--- config.mk ---
export PLATFORM = sky130hd
export DESIGN_NAME = muldiv_unit
export DESIGN_NICKNAME = d
export VERILOG_FILES = /design/src/rtl/muldiv_unit.sv
export SDC_FILE = /design/constraint.sdc
export NUM_CORES = 1
export LEC_CHECK = 0
export BUFFER_PORTS_ARGS = -buffer_cell sky130_fd_sc_hd__buf_4
export CORE_ASPECT_RATIO = 1.5
export CORE_UTILIZATION = 30
export DETAILED_ROUTE_END_ITERATION = 16
export RECOVER_POWER = 100
export SYNTH_ARGS = -nofsm -noshare
export SYNTH_HDL_FRONTEND = slang
export SYNTH_SLANG_ARGS = --single-unit
export TNS_END_PERCENT = 100
--- constraint.sdc ---
create_clock -name clk -period 14.1 [get_ports clk]
set_clock_uncertainty 0.05 [all_clocks]
set_input_delay 1.41 -clock clk [delete_from_list [all_inputs] [get_ports clk]]
set_output_delay 1.41 -clock clk [all_outputs]
set_load 0.02 [all_outputs]
--- src/rtl/muldiv_unit.sv ---
// Iterative radix-2 multiply/divide engine (MULT, MULTU, DIV, DIVU) producing a
// 2*WIDTH-bit hi/lo result and a single-cycle HI/LO write strobe.
module muldiv_unit #(
  parameter int WIDTH = 32
) (
  input  logic             clk,
  input  logic             rst,
  input  logic             start,
  input  logic [1:0]       op,
  input  logic [WIDTH-1:0] a,
  input  logic [WIDTH-1:0] b,
  input  logic             cancel,
  output logic             busy,
  output logic             hilo_we,
  output logic [WIDTH-1:0] hi_o,
  output logic [WIDTH-1:0] lo_o
);

  localparam int CW = $clog2(WIDTH);

  typedef enum logic [1:0] {S_IDLE, S_CALC, S_FIX, S_DONE} state_t;

  state_t             state_q, state_d;
  logic [CW-1:0]      cnt_q, cnt_d;
  logic               is_div_q, is_div_d;
  logic               neg_q, neg_d;
  logic               neg_rem_q, neg_rem_d;
  logic               dz_q, dz_d;
  logic [WIDTH-1:0]   a_raw_q, a_raw_d;
  logic [WIDTH-1:0]   opnd_q, opnd_d;
  logic [2*WIDTH-1:0] acc_q, acc_d;
  logic [WIDTH-1:0]   hi_q, hi_d;
  logic [WIDTH-1:0]   lo_q, lo_d;

  // Operand capture: signed ops work on magnitudes, sign restored in FIX.
  logic             cap_a_neg, cap_b_neg;
  logic [WIDTH-1:0] cap_a_mag, cap_b_mag;

  assign cap_a_neg = ~op[0] & a[WIDTH-1];
  assign cap_b_neg = ~op[0] & b[WIDTH-1];
  assign cap_a_mag = cap_a_neg ? -a : a;
  assign cap_b_mag = cap_b_neg ? -b : b;

  // Multiply step: add multiplicand into the upper half, shift right with carry.
  logic [WIDTH:0]     mul_sum;
  logic [2*WIDTH-1:0] mul_next;
  // Divide step: shift left, subtract divisor when it fits, shift in quotient bit.
  logic [WIDTH:0]     div_rem_sh;
  logic [WIDTH:0]     div_rem_new;
  logic               div_ge;
  logic [2*WIDTH-1:0] div_next;

  assign mul_sum     = {1'b0, acc_q[2*WIDTH-1:WIDTH]} + (acc_q[0] ? {1'b0, opnd_q} : '0);
  assign mul_next    = {mul_sum, acc_q[WIDTH-1:1]};
  assign div_rem_sh  = acc_q[2*WIDTH-1:WIDTH-1];
  assign div_ge      = div_rem_sh >= {1'b0, opnd_q};
  assign div_rem_new = div_ge ? (div_rem_sh - {1'b0, opnd_q}) : div_rem_sh;
  assign div_next    = {div_rem_new[WIDTH-1:0], acc_q[WIDTH-2:0], div_ge};

  logic [2*WIDTH-1:0] prod_fix;
  logic [WIDTH-1:0]   quot_fix, rem_fix;

  assign prod_fix = neg_q ? -acc_q : acc_q;
  assign quot_fix = neg_q ? -acc_q[WIDTH-1:0] : acc_q[WIDTH-1:0];
  assign rem_fix  = neg_rem_q ? -acc_q[2*WIDTH-1:WIDTH] : acc_q[2*WIDTH-1:WIDTH];

  always_comb begin
    state_d   = state_q;
    cnt_d     = cnt_q;
    is_div_d  = is_div_q;
    neg_d     = neg_q;
    neg_rem_d = neg_rem_q;
    dz_d      = dz_q;
    a_raw_d   = a_raw_q;
    opnd_d    = opnd_q;
    acc_d     = acc_q;
    hi_d      = hi_q;
    lo_d      = lo_q;

    // A request is taken in IDLE, or in DONE so back-to-back ops lose no edge.
    if (start && !cancel && (state_q == S_IDLE || state_q == S_DONE)) begin
      state_d   = S_CALC;
      cnt_d     = '0;
      is_div_d  = op[1];
      neg_d     = cap_a_neg ^ cap_b_neg;
      neg_rem_d = cap_a_neg;
      dz_d      = (b == '0);
      a_raw_d   = a;
      opnd_d    = cap_b_mag;
      acc_d     = {{WIDTH{1'b0}}, cap_a_mag};
    end else begin
      case (state_q)
        S_IDLE: ;
        S_CALC: begin
          if (cancel) begin
            state_d = S_IDLE;
          end else begin
            acc_d = is_div_q ? div_next : mul_next;
            cnt_d = cnt_q + 1'b1;
            if (cnt_q == CW'(WIDTH - 1)) state_d = S_FIX;
          end
        end
        S_FIX: begin
          if (cancel) begin
            state_d = S_IDLE;
          end else begin
            state_d = S_DONE;
            if (!is_div_q) begin
              hi_d = prod_fix[2*WIDTH-1:WIDTH];
              lo_d = prod_fix[WIDTH-1:0];
            end else if (dz_q) begin
              hi_d = a_raw_q;
              lo_d = {WIDTH{1'b1}};
            end else begin
              hi_d = rem_fix;
              lo_d = quot_fix;
            end
          end
        end
        default: state_d = S_IDLE;
      endcase
    end
  end

  always_ff @(posedge clk or posedge rst) begin
    if (rst) begin
      state_q   <= S_IDLE;
      cnt_q     <= '0;
      is_div_q  <= 1'b0;
      neg_q     <= 1'b0;
      neg_rem_q <= 1'b0;
      dz_q      <= 1'b0;
      a_raw_q   <= '0;
      opnd_q    <= '0;
      acc_q     <= '0;
      hi_q      <= '0;
      lo_q      <= '0;
    end else begin
      state_q   <= state_d;
      cnt_q     <= cnt_d;
      is_div_q  <= is_div_d;
      neg_q     <= neg_d;
      neg_rem_q <= neg_rem_d;
      dz_q      <= dz_d;
      a_raw_q   <= a_raw_d;
      opnd_q    <= opnd_d;
      acc_q     <= acc_d;
      hi_q      <= hi_d;
      lo_q      <= lo_d;
    end
  end

  // A flush during DONE suppresses the write as well as the return path.
  assign busy    = (state_q != S_IDLE);
  assign hilo_we = (state_q == S_DONE) && !cancel;
  assign hi_o    = hi_q;
  assign lo_o    = lo_q;

endmodule

* Word-level counts from Yosys, hierarchy flattened
Cells that the tools add are included.
** Storage, ports and cells
- Word-level logic and storage cells :: 68
- Register bits :: 203
- Bits of input ports :: 70
- Output and inout port bits :: 66
** Operators by class
- Muxes and demuxes :: 23
- $lt $le $gt $ge :: 1
- Bitwise operators :: 6
- Reductions and logical operators :: 12
- Equal/unequal tests :: 7
- Add/subtract/negate cells :: 8
** Operators by type and width (count)
- $mux 32 :: 10
- $mux 64 :: 5
- $neg 32->32 :: 4
- $neg 64->64 :: 1
- $add 32x32->33 :: 1
- $ge 33x32->1 :: 1
- $logic_not 32->1 :: 1
- $sub 32x32->32 :: 1
- $mux 5 :: 3
- $mux 2 :: 4
- $pmux 2 s3 :: 1
- $add 5x1->5 const B :: 1
- $eq 5x5->1 const B :: 1
- $eq 2x2->1 const B :: 2
- $ne 2x1->1 const B :: 2
- $ne 4x4->1 const B :: 1
- $reduce_and 2->1 :: 2
- $reduce_bool 2->1 :: 2
- $logic_and 1x1->1 :: 3
- $not 1->1 :: 3
- $reduce_and 3->1 :: 1
- $and 1x1->1 :: 2
- $eq 2x1->1 const B :: 1
- $logic_not 2->1 :: 1
- 3 further kinds :: 3

* Longest topological paths before layout
Gate-level depths: netlist of the first run.
- Depth in word-level cells :: 6
- Mapped depth :: 15
- Depth with buffers taken out :: 14

* Worst setup path before layout of the first run
No wires, ideal clock.
- Path kind :: input to register
- Start point :: in b[8]
- End point :: reg opnd_q[29]
- Required time :: 13917 ps
- Buffers on the path :: 1
- Arrival :: 4139 ps
- Path slack :: 9778 ps
- Stages on the path :: 10
- Library setup time :: 133 ps
- Cell sequence :: or4_1 -> nor4_1 -> nand2b_1 -> or4_1 -> or3_1 -> or4_1 -> clkbuf_1 -> o31ai_1 -> xor2_1 -> o21ai_0
** On the way
- Longest elaborated chain between the ends :: 2
** RTL lines
- from (decl) :: line 11 : input logic [WIDTH-1:0] b,
- $neg 32->32 :: line 42 : assign cap_b_mag = cap_b_neg ? -b : b;
- $mux 32 :: line 42
- to (signal assigned) :: line 146 : opnd_q <= opnd_d;
- to (decl) :: line 30 : logic [WIDTH-1:0] opnd_q, opnd_d;
Every way passes these cells.
A chain may end at the register's enable or synchronous reset.

==> run_summary.xml, run 1 <==
<?xml version="1.0" encoding="UTF-8"?>
<metrics>
  <group name="setup_path">
    <metric name="regToRegSetupSlack" unit="ps">8420</metric>
    <metric name="worstPathRequired" unit="ps">13720</metric>
    <metric name="ff_to_ff_start" unit="">state_q[0]</metric>
    <metric name="crit_buf_inv" unit="">3</metric>
    <metric name="worstSetupStartpointType" unit="">input port</metric>
    <metric name="critical-path-slowest-cell" unit="">sky130_fd_sc_hd__clkinvlp_2</metric>
    <metric name="worst-setup-path-type" unit="">input port to asynchronous set/reset pin</metric>
    <metric name="worstPathCellList" unit="">clkbuf_4, clkinvlp_2, clkbuf_1</metric>
    <metric name="timing.critical_path.to_type" unit="">asynchronous set/reset pin</metric>
    <metric name="critPathTopFamily" unit="">buffers and inverters</metric>
    <metric name="critical_path_arrival" unit="ps">6220</metric>
    <metric name="crit-reg2reg-capture" unit="">hi_o[8]</metric>
    <metric name="critical_path.max_fanout" unit="">104</metric>
    <metric name="number_of_cell_instances_on_the_worst_register_to_register_path" unit="">11</metric>
    <metric name="cp_slowest_stage_delay" unit="ps">2540</metric>
  </group>
  <group name="timing">
    <metric name="final_count_of_pins_violating_max_slew" unit="">511</metric>
    <metric name="grt_setup_unrepaired" unit="">no</metric>
    <metric name="finalHoldViolations" unit="">0</metric>
    <metric name="tightest_slew" unit="ps">4622</metric>
    <metric name="post-route-min-period" unit="ps">6602</metric>
    <metric name="timing.final.crit_share" unit="%">46.82</metric>
    <metric name="slew-limit-headroom" unit="%">-209.9</metric>
    <metric name="hold_ws" unit="ps">425.7</metric>
    <metric name="final.setup.worst_slack" unit="ps">7498</metric>
    <metric name="setup_viol" unit="">0</metric>
    <metric name="achievable-frequency" unit="GHz">0.1515</metric>
    <metric name="totalNegativeSetupSlack" unit="ps">0</metric>
  </group>
  <group name="finish">
    <metric name="sequential_cell_area" unit="µm²">5084</metric>
    <metric name="multi_input_comb_area" unit="µm²">9938</metric>
    <metric name="fillers" unit="">5472</metric>
    <metric name="layout.core_utilization" unit="%">34.36</metric>
    <metric name="layout-area-overhead-vs-synth" unit="%">12.86</metric>
    <metric name="final_layout_size_suffix_gt1_share" unit="%">7.056</metric>
    <metric name="fin_nets" unit="">2185</metric>
  </group>
  <group name="route">
    <metric name="route.detailed.wl_per_inst" unit="µm">18.48</metric>
    <metric name="drtAntennaViolNets" unit="">0</metric>
    <metric name="route.final.wire_length" unit="µm">50510</metric>
    <metric name="route.detailed.vias_per_inst" unit="">5.282</metric>
    <metric name="drt-initial-drc-count" unit="">719</metric>
    <metric name="drcViolationCount" unit="">0</metric>
    <metric name="drtPass1Iterations" unit="">5</metric>
    <metric name="detailed_route_via_count" unit="">14440</metric>
  </group>
  <group name="synth">
    <metric name="postSynthNetCount" unit="">2133</metric>
    <metric name="post-synth-top-area-fraction" unit="%">32.28</metric>
    <metric name="ys_top_cells_by_area" unit="">sky130_fd_sc_hd__dfrtp_1 32%, sky130_fd_sc_hd__nand2_1 7.2%, sky130_fd_sc_hd__o21ai_0 6.7%</metric>
    <metric name="synth_register_bits" unit="">203</metric>
    <metric name="synth_area" unit="µm²">15740</metric>
    <metric name="synth.cells.most_frequent" unit="">301 x sky130_fd_sc_hd__nand2_1, 211 x sky130_fd_sc_hd__o21ai_0, 203 x sky130_fd_sc_hd__dfrtp_1, 171 x sky130_fd_sc_hd__nor2_1, 149 x sky130_fd_sc_hd__a21oi_1</metric>
    <metric name="synth_edf_count" unit="">0</metric>
    <metric name="yosysSeqAreaShare" unit="%">32.28</metric>
    <metric name="synth_cell_type_count" unit="">62</metric>
    <metric name="post_synth.cell_area_avg" unit="µm²">7.920</metric>
    <metric name="synth_largest_area_cell" unit="">sky130_fd_sc_hd__dfrtp_1</metric>
    <metric name="async_reset_ff_share" unit="%">100.0</metric>
    <metric name="synth_most_common_cell" unit="">sky130_fd_sc_hd__nand2_1</metric>
    <metric name="ys.warnings.count" unit="">0</metric>
    <metric name="synthFlopType" unit="">sky130_fd_sc_hd__dfrtp_1</metric>
    <metric name="synthesis.instances" unit="">1987</metric>
  </group>
  <group name="job">
    <metric name="cap_viol_max_count" unit="">9</metric>
  </group>
  <group name="pwr">
    <metric name="irDropWorstVdd" unit="mV">0.09098</metric>
    <metric name="power_density" unit="nW/µm²">246.6</metric>
    <metric name="p_leak" unit="nW">7.566</metric>
  </group>
  <group name="placed_design">
    <metric name="port_buffers" unit="">135</metric>
    <metric name="post-dp-hpwl" unit="µm">38790</metric>
    <metric name="dp_slack" unit="ps">9151</metric>
    <metric name="gp_routability_congestion" unit="">0.9574</metric>
  </group>
  <group name="clocking">
    <metric name="cts.path.max_buffers" unit="">3</metric>
    <metric name="insertion_delay" unit="ps">530</metric>
    <metric name="cts-root-buf" unit="">sky130_fd_sc_hd__clkbuf_16</metric>
    <metric name="tritoncts_buffers" unit="">23</metric>
    <metric name="clock-sinks" unit="">203</metric>
    <metric name="cts_repair_resize_count" unit="">0</metric>
    <metric name="clk_pin_slew" unit="ps">60</metric>
    <metric name="h-tree-depth" unit="">1</metric>
    <metric name="cts_tree" unit="">built</metric>
    <metric name="cts_post_setup_buffers_inserted" unit="">0</metric>
    <metric name="cts_hold_buf" unit="">0</metric>
  </group>
  <group name="global_routing">
    <metric name="grt_max_degree" unit="">105</metric>
    <metric name="grt_pass1_vias" unit="">14450</metric>
    <metric name="globalRouteTotalUtil" unit="%">18.72</metric>
    <metric name="grt_first_pass_wirelength" unit="µm">79790</metric>
    <metric name="global_route.overflow_total" unit="">0</metric>
    <metric name="number_of_antenna_violations_at_the_first_check_in_global_routing" unit="">2</metric>
  </group>
  <group name="outcome">
    <metric name="failed_checks" unit="">max-capacitance violations, max-slew violations</metric>
    <metric name="outcome" unit="">finished with violations</metric>
  </group>
  <group name="die">
    <metric name="row_count" unit="">102</metric>
    <metric name="ios" unit="">136</metric>
    <metric name="core-area" unit="µm²">51690</metric>
    <metric name="die_width" unit="µm">189.0</metric>
    <metric name="die-height" unit="µm">282.5</metric>
    <metric name="initial_utilization" unit="%">30.45</metric>
    <metric name="die_area" unit="µm²">53400</metric>
  </group>
  <group name="hold_path">
    <metric name="holdPathStages" unit="">2</metric>
    <metric name="hold_end" unit="">opnd_q[10]</metric>
    <metric name="min-delay-start" unit="">opnd_q[10]</metric>
    <metric name="hold_path.class" unit="">flop to flop</metric>
  </group>
</metrics>
layout by cell type, fill, tap and decap left out, types with 5 or more instances in the layout:
cell type | Yosys | layout
sky130_fd_sc_hd__a21o_1 | 19 | 19
sky130_fd_sc_hd__a22oi_1 | 9 | 9
sky130_fd_sc_hd__o31ai_1 | 32 | 32
sky130_fd_sc_hd__o221ai_1 | 10 | 10
sky130_fd_sc_hd__xor2_1 | 112 | 112
sky130_fd_sc_hd__nand4_1 | 10 | 10
sky130_fd_sc_hd__o21ai_0 | 211 | 212
sky130_fd_sc_hd__and3_1 | 6 | 6
sky130_fd_sc_hd__buf_4 | 0 | 77
sky130_fd_sc_hd__clkbuf_16 | 0 | 23
sky130_fd_sc_hd__or3_1 | 20 | 20
sky130_fd_sc_hd__mux2i_1 | 64 | 64
sky130_fd_sc_hd__inv_1 | 68 | 67
sky130_fd_sc_hd__a31o_2 | 6 | 6
sky130_fd_sc_hd__clkbuf_8 | 0 | 5
sky130_fd_sc_hd__nor4_1 | 18 | 18
sky130_fd_sc_hd__nand2_1 | 301 | 301
sky130_fd_sc_hd__a21oi_1 | 149 | 148
sky130_fd_sc_hd__a211oi_1 | 22 | 22
sky130_fd_sc_hd__xnor2_1 | 90 | 90
sky130_fd_sc_hd__o21bai_1 | 12 | 12
sky130_fd_sc_hd__clkbuf_1 | 114 | 80
sky130_fd_sc_hd__o41ai_1 | 19 | 19
sky130_fd_sc_hd__nor3_1 | 25 | 25
sky130_fd_sc_hd__a31oi_1 | 13 | 13
sky130_fd_sc_hd__o211ai_1 | 42 | 42
sky130_fd_sc_hd__nand3_1 | 25 | 25
sky130_fd_sc_hd__or4_1 | 14 | 16
sky130_fd_sc_hd__ha_1 | 74 | 74
sky130_fd_sc_hd__nor3b_1 | 8 | 8
sky130_fd_sc_hd__dfrtp_1 | 203 | 202
sky130_fd_sc_hd__nor2_1 | 171 | 170
sky130_fd_sc_hd__nor2b_1 | 13 | 11
sky130_fd_sc_hd__nand2b_1 | 23 | 23
sky130_fd_sc_hd__nand3b_1 | 9 | 9
sky130_fd_sc_hd__or2_2 | 7 | 7
sky130_fd_sc_hd__mux2_2 | 8 | 7
logic make-up after synthesis:
family / count (synthesis) / share of synthesized area [%]
DFF: 203 / 32.28
xor gates and xnor gates: 202 / 11.24
AOI/OAI and AO/OA: 579 / 22.25
and+or+nand+nor: 660 / 18.76
buffers and inverters: 195 / 4.683
muxes: 72 / 4.643
adders and majority gates: 76 / 6.138
metrics by stage:
step,cell area (µm²),instances,power [W]
floorplan,15740,1987,0.003045
global placement,17310,2690,0.003774
detailed placement,17310,2690,0.003817
CTS,18070,2731,0.004452
global route,17760,2733,0.004742
finish,17760,2733,0.004379
per-layer routing:
| metal | global-route usage (%) | wire (µm) |
|---|---|---|
| met1 | 21.17 | 20100 |
| met5 | 0 | 0 |
| met2 | 35.37 | 26250 |
| met4 | 8.065 | 2104 |
| met3 | 1.787 | 2059 |
worst register-to-register path: stages (launching register included):
cell and delay, ps:
sky130_fd_sc_hd__dfrtp_1 420, sky130_fd_sc_hd__inv_1 90, sky130_fd_sc_hd__ha_1 290, sky130_fd_sc_hd__nor2_1 50, sky130_fd_sc_hd__and2_2 190, sky130_fd_sc_hd__clkbuf_1 1010, sky130_fd_sc_hd__nor2_2 360, sky130_fd_sc_hd__clkbuf_1 1420
sky130_fd_sc_hd__nand2_1 1120, sky130_fd_sc_hd__a211oi_1 450, sky130_fd_sc_hd__a21oi_1 60, sky130_fd_sc_hd__o21ai_0 80
worst max path at each step:
| stage | startpoint | endpoint | cells past startpoint |
|---|---|---|---|
| floorplan | rst | a_raw_q[0] | 1 |
| global placement | a[2] | acc_q[29] | 11 |
| detailed placement | a[2] | acc_q[29] | 11 |
| CTS | acc_q[0] | hi_o[28] | 10 |
| global route | rst | is_div_q | 3 |
| finish | rst | is_div_q | 3 |
sequential cells by signal, indices dropped and copies added (netlist names):
name and cells:
cnt_q 5, neg_rem_q 1, hi_o 32, opnd_q 32
is_div_q 1, neg_q 1, acc_q 64, lo_o 32
a_raw_q 32, dz_q 1, state_q 2
cell type report:
type                            instances  area share (%)
Sequential cell                       203           28.62
Clock buffer                           33           3.734
Antenna cell                            2         0.02818
Multi-Input combinational cell       1589           55.96
Inverter                               69           1.465
Tap cell                              676           4.762
Timing Repair Buffer                  153           4.882
Clock inverter                          8          0.5495
power by group:
part / total [W] / internal [W] / switching [W]
combinational: 0.00256 / 0.00101 / 0.00155
clock: 0.000617 / 0.000363 / 0.000254
sequential: 0.00120 / 0.000853 / 0.000352
Note: power is estimated with default switching activity, not from simulation.
==> inputs of run 2 (changes only) <==
clock period = 5.7 ns   (was 14.1 ns; I/O delays follow)
==> run_summary.xml, run 2 (synthesized netlist as in run 1, its figures left out) <==
<?xml version="1.0" encoding="UTF-8"?>
<metrics>
  <group name="clocking">
    <metric name="insertion_delay" unit="ps">550</metric>
    <metric name="cts_tree" unit="">built</metric>
    <metric name="cts-root-buf" unit="">sky130_fd_sc_hd__clkbuf_16</metric>
    <metric name="cts_repair_resize_count" unit="">0</metric>
    <metric name="cts.path.max_buffers" unit="">3</metric>
    <metric name="cts_hold_buf" unit="">0</metric>
    <metric name="clk_pin_slew" unit="ps">60</metric>
    <metric name="h-tree-depth" unit="">1</metric>
    <metric name="cts_post_setup_buffers_inserted" unit="">0</metric>
    <metric name="tritoncts_buffers" unit="">23</metric>
    <metric name="clock-sinks" unit="">203</metric>
  </group>
  <group name="setup_path">
    <metric name="crit-reg2reg-capture" unit="">acc_q[33]</metric>
    <metric name="timing.critical_path.to_type" unit="">flop</metric>
    <metric name="worstPathRequired" unit="ps">5930</metric>
    <metric name="critical-path-slowest-cell" unit="">sky130_fd_sc_hd__o21ai_2</metric>
    <metric name="worstSetupStartpointType" unit="">flop</metric>
    <metric name="critical_path.max_fanout" unit="">33</metric>
    <metric name="ff_to_ff_start" unit="">acc_q[32]</metric>
    <metric name="number_of_cell_instances_on_the_worst_register_to_register_path" unit="">13</metric>
    <metric name="cp_slowest_stage_delay" unit="ps">1250</metric>
    <metric name="regToRegSetupSlack" unit="ps">740</metric>
    <metric name="critical_path_arrival" unit="ps">5190</metric>
    <metric name="worst-setup-path-type" unit="">flop to flop</metric>
    <metric name="worstPathCellList" unit="">ha_1, nor2b_1, o21ai_0, o211ai_1, a21oi_1, o22ai_1, clkbuf_1, a211oi_1, o21ai_2, buf_4, mux2_2, a21oi_1, a211oi_1</metric>
  </group>
  <group name="global_routing">
    <metric name="global_route.overflow_total" unit="">0</metric>
    <metric name="globalRouteTotalUtil" unit="%">18.96</metric>
    <metric name="grt_first_pass_wirelength" unit="µm">80140</metric>
    <metric name="grt_max_degree" unit="">153</metric>
    <metric name="grt_pass1_vias" unit="">14440</metric>
    <metric name="number_of_antenna_violations_at_the_first_check_in_global_routing" unit="">0</metric>
  </group>
  <group name="route">
    <metric name="detailed_route_via_count" unit="">14510</metric>
    <metric name="route.final.wire_length" unit="µm">51070</metric>
    <metric name="drtPass1Iterations" unit="">5</metric>
    <metric name="drt-initial-drc-count" unit="">633</metric>
    <metric name="route.detailed.vias_per_inst" unit="">5.313</metric>
    <metric name="drcViolationCount" unit="">0</metric>
    <metric name="drtAntennaViolNets" unit="">0</metric>
    <metric name="route.detailed.wl_per_inst" unit="µm">18.70</metric>
  </group>
  <group name="timing">
    <metric name="grt_setup_unrepaired" unit="">no</metric>
    <metric name="totalNegativeSetupSlack" unit="ps">0</metric>
    <metric name="slew-limit-headroom" unit="%">-89.82</metric>
    <metric name="setup_viol" unit="">0</metric>
    <metric name="post-route-min-period" unit="ps">4957</metric>
    <metric name="achievable-frequency" unit="GHz">0.2017</metric>
    <metric name="final_count_of_pins_violating_max_slew" unit="">302</metric>
    <metric name="timing.final.crit_share" unit="%">86.97</metric>
    <metric name="finalHoldViolations" unit="">0</metric>
    <metric name="tightest_slew" unit="ps">2847</metric>
  </group>
  <group name="hold_path">
    <metric name="hold_path.class" unit="">input port to flop</metric>
    <metric name="hold_end" unit="">is_div_q</metric>
    <metric name="holdPathStages" unit="">3</metric>
    <metric name="min-delay-start" unit="">op[1]</metric>
  </group>
  <group name="outcome">
    <metric name="failed_checks" unit="">max-capacitance violations, max-slew violations</metric>
    <metric name="outcome" unit="">finished with violations</metric>
  </group>
  <group name="die">
    <metric name="initial_utilization" unit="%">30.45</metric>
    <metric name="ios" unit="">136</metric>
    <metric name="die_area" unit="µm²">53400</metric>
    <metric name="row_count" unit="">102</metric>
    <metric name="die-height" unit="µm">282.5</metric>
    <metric name="core-area" unit="µm²">51690</metric>
    <metric name="die_width" unit="µm">189.0</metric>
  </group>
  <group name="pwr">
    <metric name="p_leak" unit="nW">7.566</metric>
    <metric name="irDropWorstVdd" unit="mV">0.2108</metric>
    <metric name="power_density" unit="nW/µm²">608.0</metric>
  </group>
  <group name="finish">
    <metric name="layout.cells.most_common" unit="">sky130_fd_sc_hd__nand2_1</metric>
    <metric name="most_used_cells_in_the_layout_excluding_fill_and_tap_cells" unit="">301 x sky130_fd_sc_hd__nand2_1, 213 x sky130_fd_sc_hd__o21ai_0, 202 x sky130_fd_sc_hd__dfrtp_1</metric>
    <metric name="fin_nets" unit="">2187</metric>
    <metric name="max_flop_register" unit="">acc_q</metric>
    <metric name="layout-area-overhead-vs-synth" unit="%">12.77</metric>
    <metric name="num_antenna_cells" unit="">0</metric>
    <metric name="final_layout_size_suffix_gt1_share" unit="%">7.105</metric>
    <metric name="largest_reg_flops" unit="">64</metric>
    <metric name="fillers" unit="">5514</metric>
    <metric name="layoutNonFillerInstCount" unit="">2731</metric>
  </group>
  <group name="placed_design">
    <metric name="gp_routability_congestion" unit="">0.9439</metric>
    <metric name="placedCellCount" unit="">2692</metric>
    <metric name="post-dp-hpwl" unit="µm">38950</metric>
    <metric name="port_buffers" unit="">135</metric>
  </group>
  <group name="job">
    <metric name="cap_viol_max_count" unit="">5</metric>
  </group>
</metrics>
-- run 2: final cells by class --
type	instances	area (µm²)	area share, %
tap	676	845.8	4.766
multi-input combinational	1589	9928	55.94
inverter	69	260.3	1.466
clock inverter	6	66.31	0.3737
timing repair buffer	155	909.6	5.125
clock buffer	33	653.1	3.680
sequential	203	5084	28.65
-- run 2: worst max path at each step --
stage               startpoint        end
CTS                   acc_q[5]   hi_o[27]
global route         acc_q[32]  acc_q[33]
floorplan             acc_q[6]   hi_o[19]
finish               acc_q[32]  acc_q[33]
detailed placement    acc_q[5]   hi_o[27]
global placement      acc_q[6]   hi_o[27]
-- run 2: critical path, delay by kind of cell, from the launching register on --
kind	cells	cell delay, ps
AOI/OAI and AO/OA	8	2540
muxes	1	350
adders and majority gates	1	380
DFF	1	550
and+or+nand+nor	1	120
buffers and inverters	2	680
-- run 2: report_power, final --
group,internal (W),leakage [nW],total [W],switching [W]
registers,0.00211,2.52,0.00299,0.000882
clock network,0.000840,0.354,0.00146,0.000617
logic,0.00249,4.69,0.00634,0.00385
-- run 2: through the flow --
stage / setup slack, ps / util, % / cell area (µm²) / hold slack (ps) / power [W]
2_1_floorplan: 1916 / - / 15740 / 390.4 / 0.007534
6_report: 742.8 / 34.34 / 17750 / 184.6 / 0.01079
3_3_place_gp: 1295 / 33.55 / 17340 / 412.4 / 0.009425
3_5_place_dp: 1282 / 33.55 / 17340 / 418.6 / 0.009503
5_1_grt: 461.3 / 34.34 / 17750 / 175.8 / 0.01170
4_1_cts: 1251 / 34.95 / 18060 / 162.7 / 0.01101
-- run 2: routing by layer --
metal,part of all wire [%],global-route usage [%]
met1,39,21.20
met2,53,35.82
met3,4.1,1.811
met4,4.1,8.871
met5,0,0
==> inputs of run 3 (changes only) <==
HOLD_SLACK_MARGIN = 0.1   (was default)
clock period = 5.2 ns   (was 5.7 ns; I/O delays follow)
==> run_summary.xml, run 3 (synthesized netlist as in run 1, its figures left out) <==
<?xml version="1.0" encoding="UTF-8"?>
<metrics>
  <group name="timing">
    <metric name="grt_setup_unrepaired" unit="">no</metric>
    <metric name="timing.final.crit_share" unit="%">89.76</metric>
    <metric name="setup_viol" unit="">0</metric>
    <metric name="tightest_slew" unit="ps">2547</metric>
    <metric name="achievable-frequency" unit="GHz">0.2142</metric>
    <metric name="slew-limit-headroom" unit="%">-69.82</metric>
    <metric name="totalNegativeSetupSlack" unit="ps">0</metric>
    <metric name="finalHoldViolations" unit="">0</metric>
    <metric name="post-route-min-period" unit="ps">4668</metric>
    <metric name="final_count_of_pins_violating_max_slew" unit="">184</metric>
  </group>
  <group name="pwr">
    <metric name="pwr-share-clk" unit="%">14.0</metric>
    <metric name="power.share.switching" unit="%">49.22</metric>
    <metric name="power_density" unit="nW/µm²">666.0</metric>
    <metric name="irDropWorstVdd" unit="mV">0.2362</metric>
    <metric name="p_comb_share" unit="%">58.3</metric>
    <metric name="p_leak" unit="nW">7.610</metric>
    <metric name="power_switching" unit="W">0.005843</metric>
    <metric name="seqPwrFrac" unit="%">27.8</metric>
    <metric name="intPower" unit="W">0.006027</metric>
  </group>
  <group name="finish">
    <metric name="largest_reg_flops" unit="">64</metric>
    <metric name="layout-area-overhead-vs-synth" unit="%">13.25</metric>
    <metric name="final_layout_size_suffix_gt1_share" unit="%">7.368</metric>
    <metric name="layout.cells.most_common" unit="">sky130_fd_sc_hd__nand2_1</metric>
    <metric name="layout.core_utilization" unit="%">34.48</metric>
    <metric name="fin_nets" unit="">2193</metric>
    <metric name="num_antenna_cells" unit="">0</metric>
    <metric name="max_flop_register" unit="">acc_q</metric>
    <metric name="most_used_cells_in_the_layout_excluding_fill_and_tap_cells" unit="">301 x sky130_fd_sc_hd__nand2_1, 212 x sky130_fd_sc_hd__o21ai_0, 202 x sky130_fd_sc_hd__dfrtp_1</metric>
    <metric name="finalInstanceArea" unit="µm²">17820</metric>
  </group>
  <group name="placed_design">
    <metric name="post-dp-hpwl" unit="µm">38740</metric>
    <metric name="area_after_dpl" unit="µm²">17370</metric>
    <metric name="gp_routability_congestion" unit="">0.9061</metric>
    <metric name="port_buffers" unit="">135</metric>
  </group>
  <group name="global_routing">
    <metric name="grt_pass1_vias" unit="">14450</metric>
    <metric name="global_route.overflow_total" unit="">0</metric>
    <metric name="globalRouteTotalUtil" unit="%">18.86</metric>
    <metric name="grt_first_pass_wirelength" unit="µm">80200</metric>
    <metric name="number_of_antenna_violations_at_the_first_check_in_global_routing" unit="">0</metric>
    <metric name="grt_max_degree" unit="">130</metric>
  </group>
  <group name="die">
    <metric name="die_width" unit="µm">189.0</metric>
    <metric name="core-area" unit="µm²">51690</metric>
    <metric name="ios" unit="">136</metric>
    <metric name="initial_utilization" unit="%">30.45</metric>
    <metric name="die_area" unit="µm²">53400</metric>
    <metric name="row_count" unit="">102</metric>
    <metric name="die-height" unit="µm">282.5</metric>
  </group>
  <group name="setup_path">
    <metric name="critical_path_arrival" unit="ps">5070</metric>
    <metric name="worstSetupStartpointType" unit="">flop</metric>
    <metric name="worst-setup-path-type" unit="">flop to flop</metric>
    <metric name="critical_path.max_fanout" unit="">11</metric>
    <metric name="number_of_cell_instances_on_the_worst_register_to_register_path" unit="">9</metric>
    <metric name="timing.critical_path.to_type" unit="">flop</metric>
    <metric name="regToRegSetupSlack" unit="ps">530</metric>
    <metric name="worstPathRequired" unit="ps">5610</metric>
  </group>
  <group name="clocking">
    <metric name="h-tree-depth" unit="">1</metric>
    <metric name="cts_tree" unit="">built</metric>
    <metric name="tritoncts_buffers" unit="">24</metric>
    <metric name="clk_pin_slew" unit="ps">70</metric>
    <metric name="insertion_delay" unit="ps">540</metric>
    <metric name="cts_repair_resize_count" unit="">0</metric>
    <metric name="cts-root-buf" unit="">sky130_fd_sc_hd__clkbuf_16</metric>
    <metric name="cts.path.max_buffers" unit="">3</metric>
    <metric name="clock-sinks" unit="">203</metric>
  </group>
  <group name="job">
    <metric name="cap_viol_max_count" unit="">3</metric>
  </group>
  <group name="hold_path">
    <metric name="holdPathStages" unit="">3</metric>
    <metric name="hold_path.class" unit="">input port to flop</metric>
  </group>
  <group name="route">
    <metric name="route.detailed.wl_per_inst" unit="µm">18.51</metric>
    <metric name="detailed_route_via_count" unit="">14470</metric>
    <metric name="drtPass1Iterations" unit="">5</metric>
    <metric name="drt-initial-drc-count" unit="">719</metric>
    <metric name="drcViolationCount" unit="">0</metric>
    <metric name="route.detailed.vias_per_inst" unit="">5.281</metric>
    <metric name="drtAntennaViolNets" unit="">0</metric>
    <metric name="route.final.wire_length" unit="µm">50700</metric>
  </group>
  <group name="outcome">
    <metric name="outcome" unit="">finished with violations</metric>
    <metric name="failed_checks" unit="">max-capacitance violations, max-slew violations</metric>
  </group>
</metrics>
## run 3: cell types whose count changed in the layout (fill, tap and decap cells not counted), sizes merged
| cell | delta |
|---|---|
| clkbuf | +4 |
| clkinv | +2 |
| buf | +2 |
| inv | -2 |
| dlygate4sd3 | +1 |
| clkinvlp | +1 |
## run 3: metrics by stage
stage | std cells | hold WS (ps) | worst slack [ps] | power [W]
floorplan | 1987 | 390.4 | 1416 | 0.008258
global placement | 2696 | 411.3 | 819.6 | 0.01030
detailed placement | 2696 | 416.7 | 806.7 | 0.01043
CTS | 2739 | 135.0 | 783.7 | 0.01214
global route | 2739 | 160.7 | 337.6 | 0.01287
finish | 2739 | 152.6 | 532.4 | 0.01187
## run 3: cell type report
type	instances	area (µm²)
clock inverter	7	62.56
clock buffer	35	703.2
tap	676	845.8
multi-input combinational	1589	9921
timing repair buffer	160	945.9
inverter	69	260.3
sequential	203	5084
fill	5515	33870
## run 3: path summary, 6_finish.rpt
check                               to        from
max                           hi_o[19]    acc_q[6]
min                        a_raw_q[25]       a[25]
max reg2reg                   hi_o[19]    acc_q[6]
min reg2reg                 opnd_q[10]  opnd_q[10]
max in group asynchronous     cnt_q[1]         rst
min in group asynchronous    acc_q[21]         rst
## run 3: critical path, cell delays in order (launching register included)
cell and delay [ps]:
sky130_fd_sc_hd__dfrtp_1 420, sky130_fd_sc_hd__or4_1 610, sky130_fd_sc_hd__or4_1 630, sky130_fd_sc_hd__or4b_1 620, sky130_fd_sc_hd__or4_1 620, sky130_fd_sc_hd__or4_1 680
sky130_fd_sc_hd__o311a_1 430, sky130_fd_sc_hd__nor4_1 270, sky130_fd_sc_hd__a21oi_1 90, sky130_fd_sc_hd__o21ai_1 170
## run 3: timing repair
action                                 in CTS  in global routing
buffers inserted                            0                  0
hold buffers                                1                  0
endpoints found under the hold margin       6                  0
## run 3: power groups by stage
stage | sequential, W | combinational (W) | clock [W]
6_report | 0.00329 | 0.00692 | 0.00166
2_1_floorplan | 0.00308 | 0.00518 | 0
5_1_grt | 0.00341 | 0.00770 | 0.00176
3_5_place_dp | 0.00332 | 0.00711 | 0
4_1_cts | 0.00330 | 0.00714 | 0.00170
3_3_place_gp | 0.00330 | 0.00701 | 0
## run 3: metal layers
layer  track usage [%]  wire, µm  up-vias
met5                 0         0        -
met4             8.044      1976        0
met3             1.749      1778       94
met2             35.63     26480      336
met1             21.40     20470     6918
li1                  -         -     7118
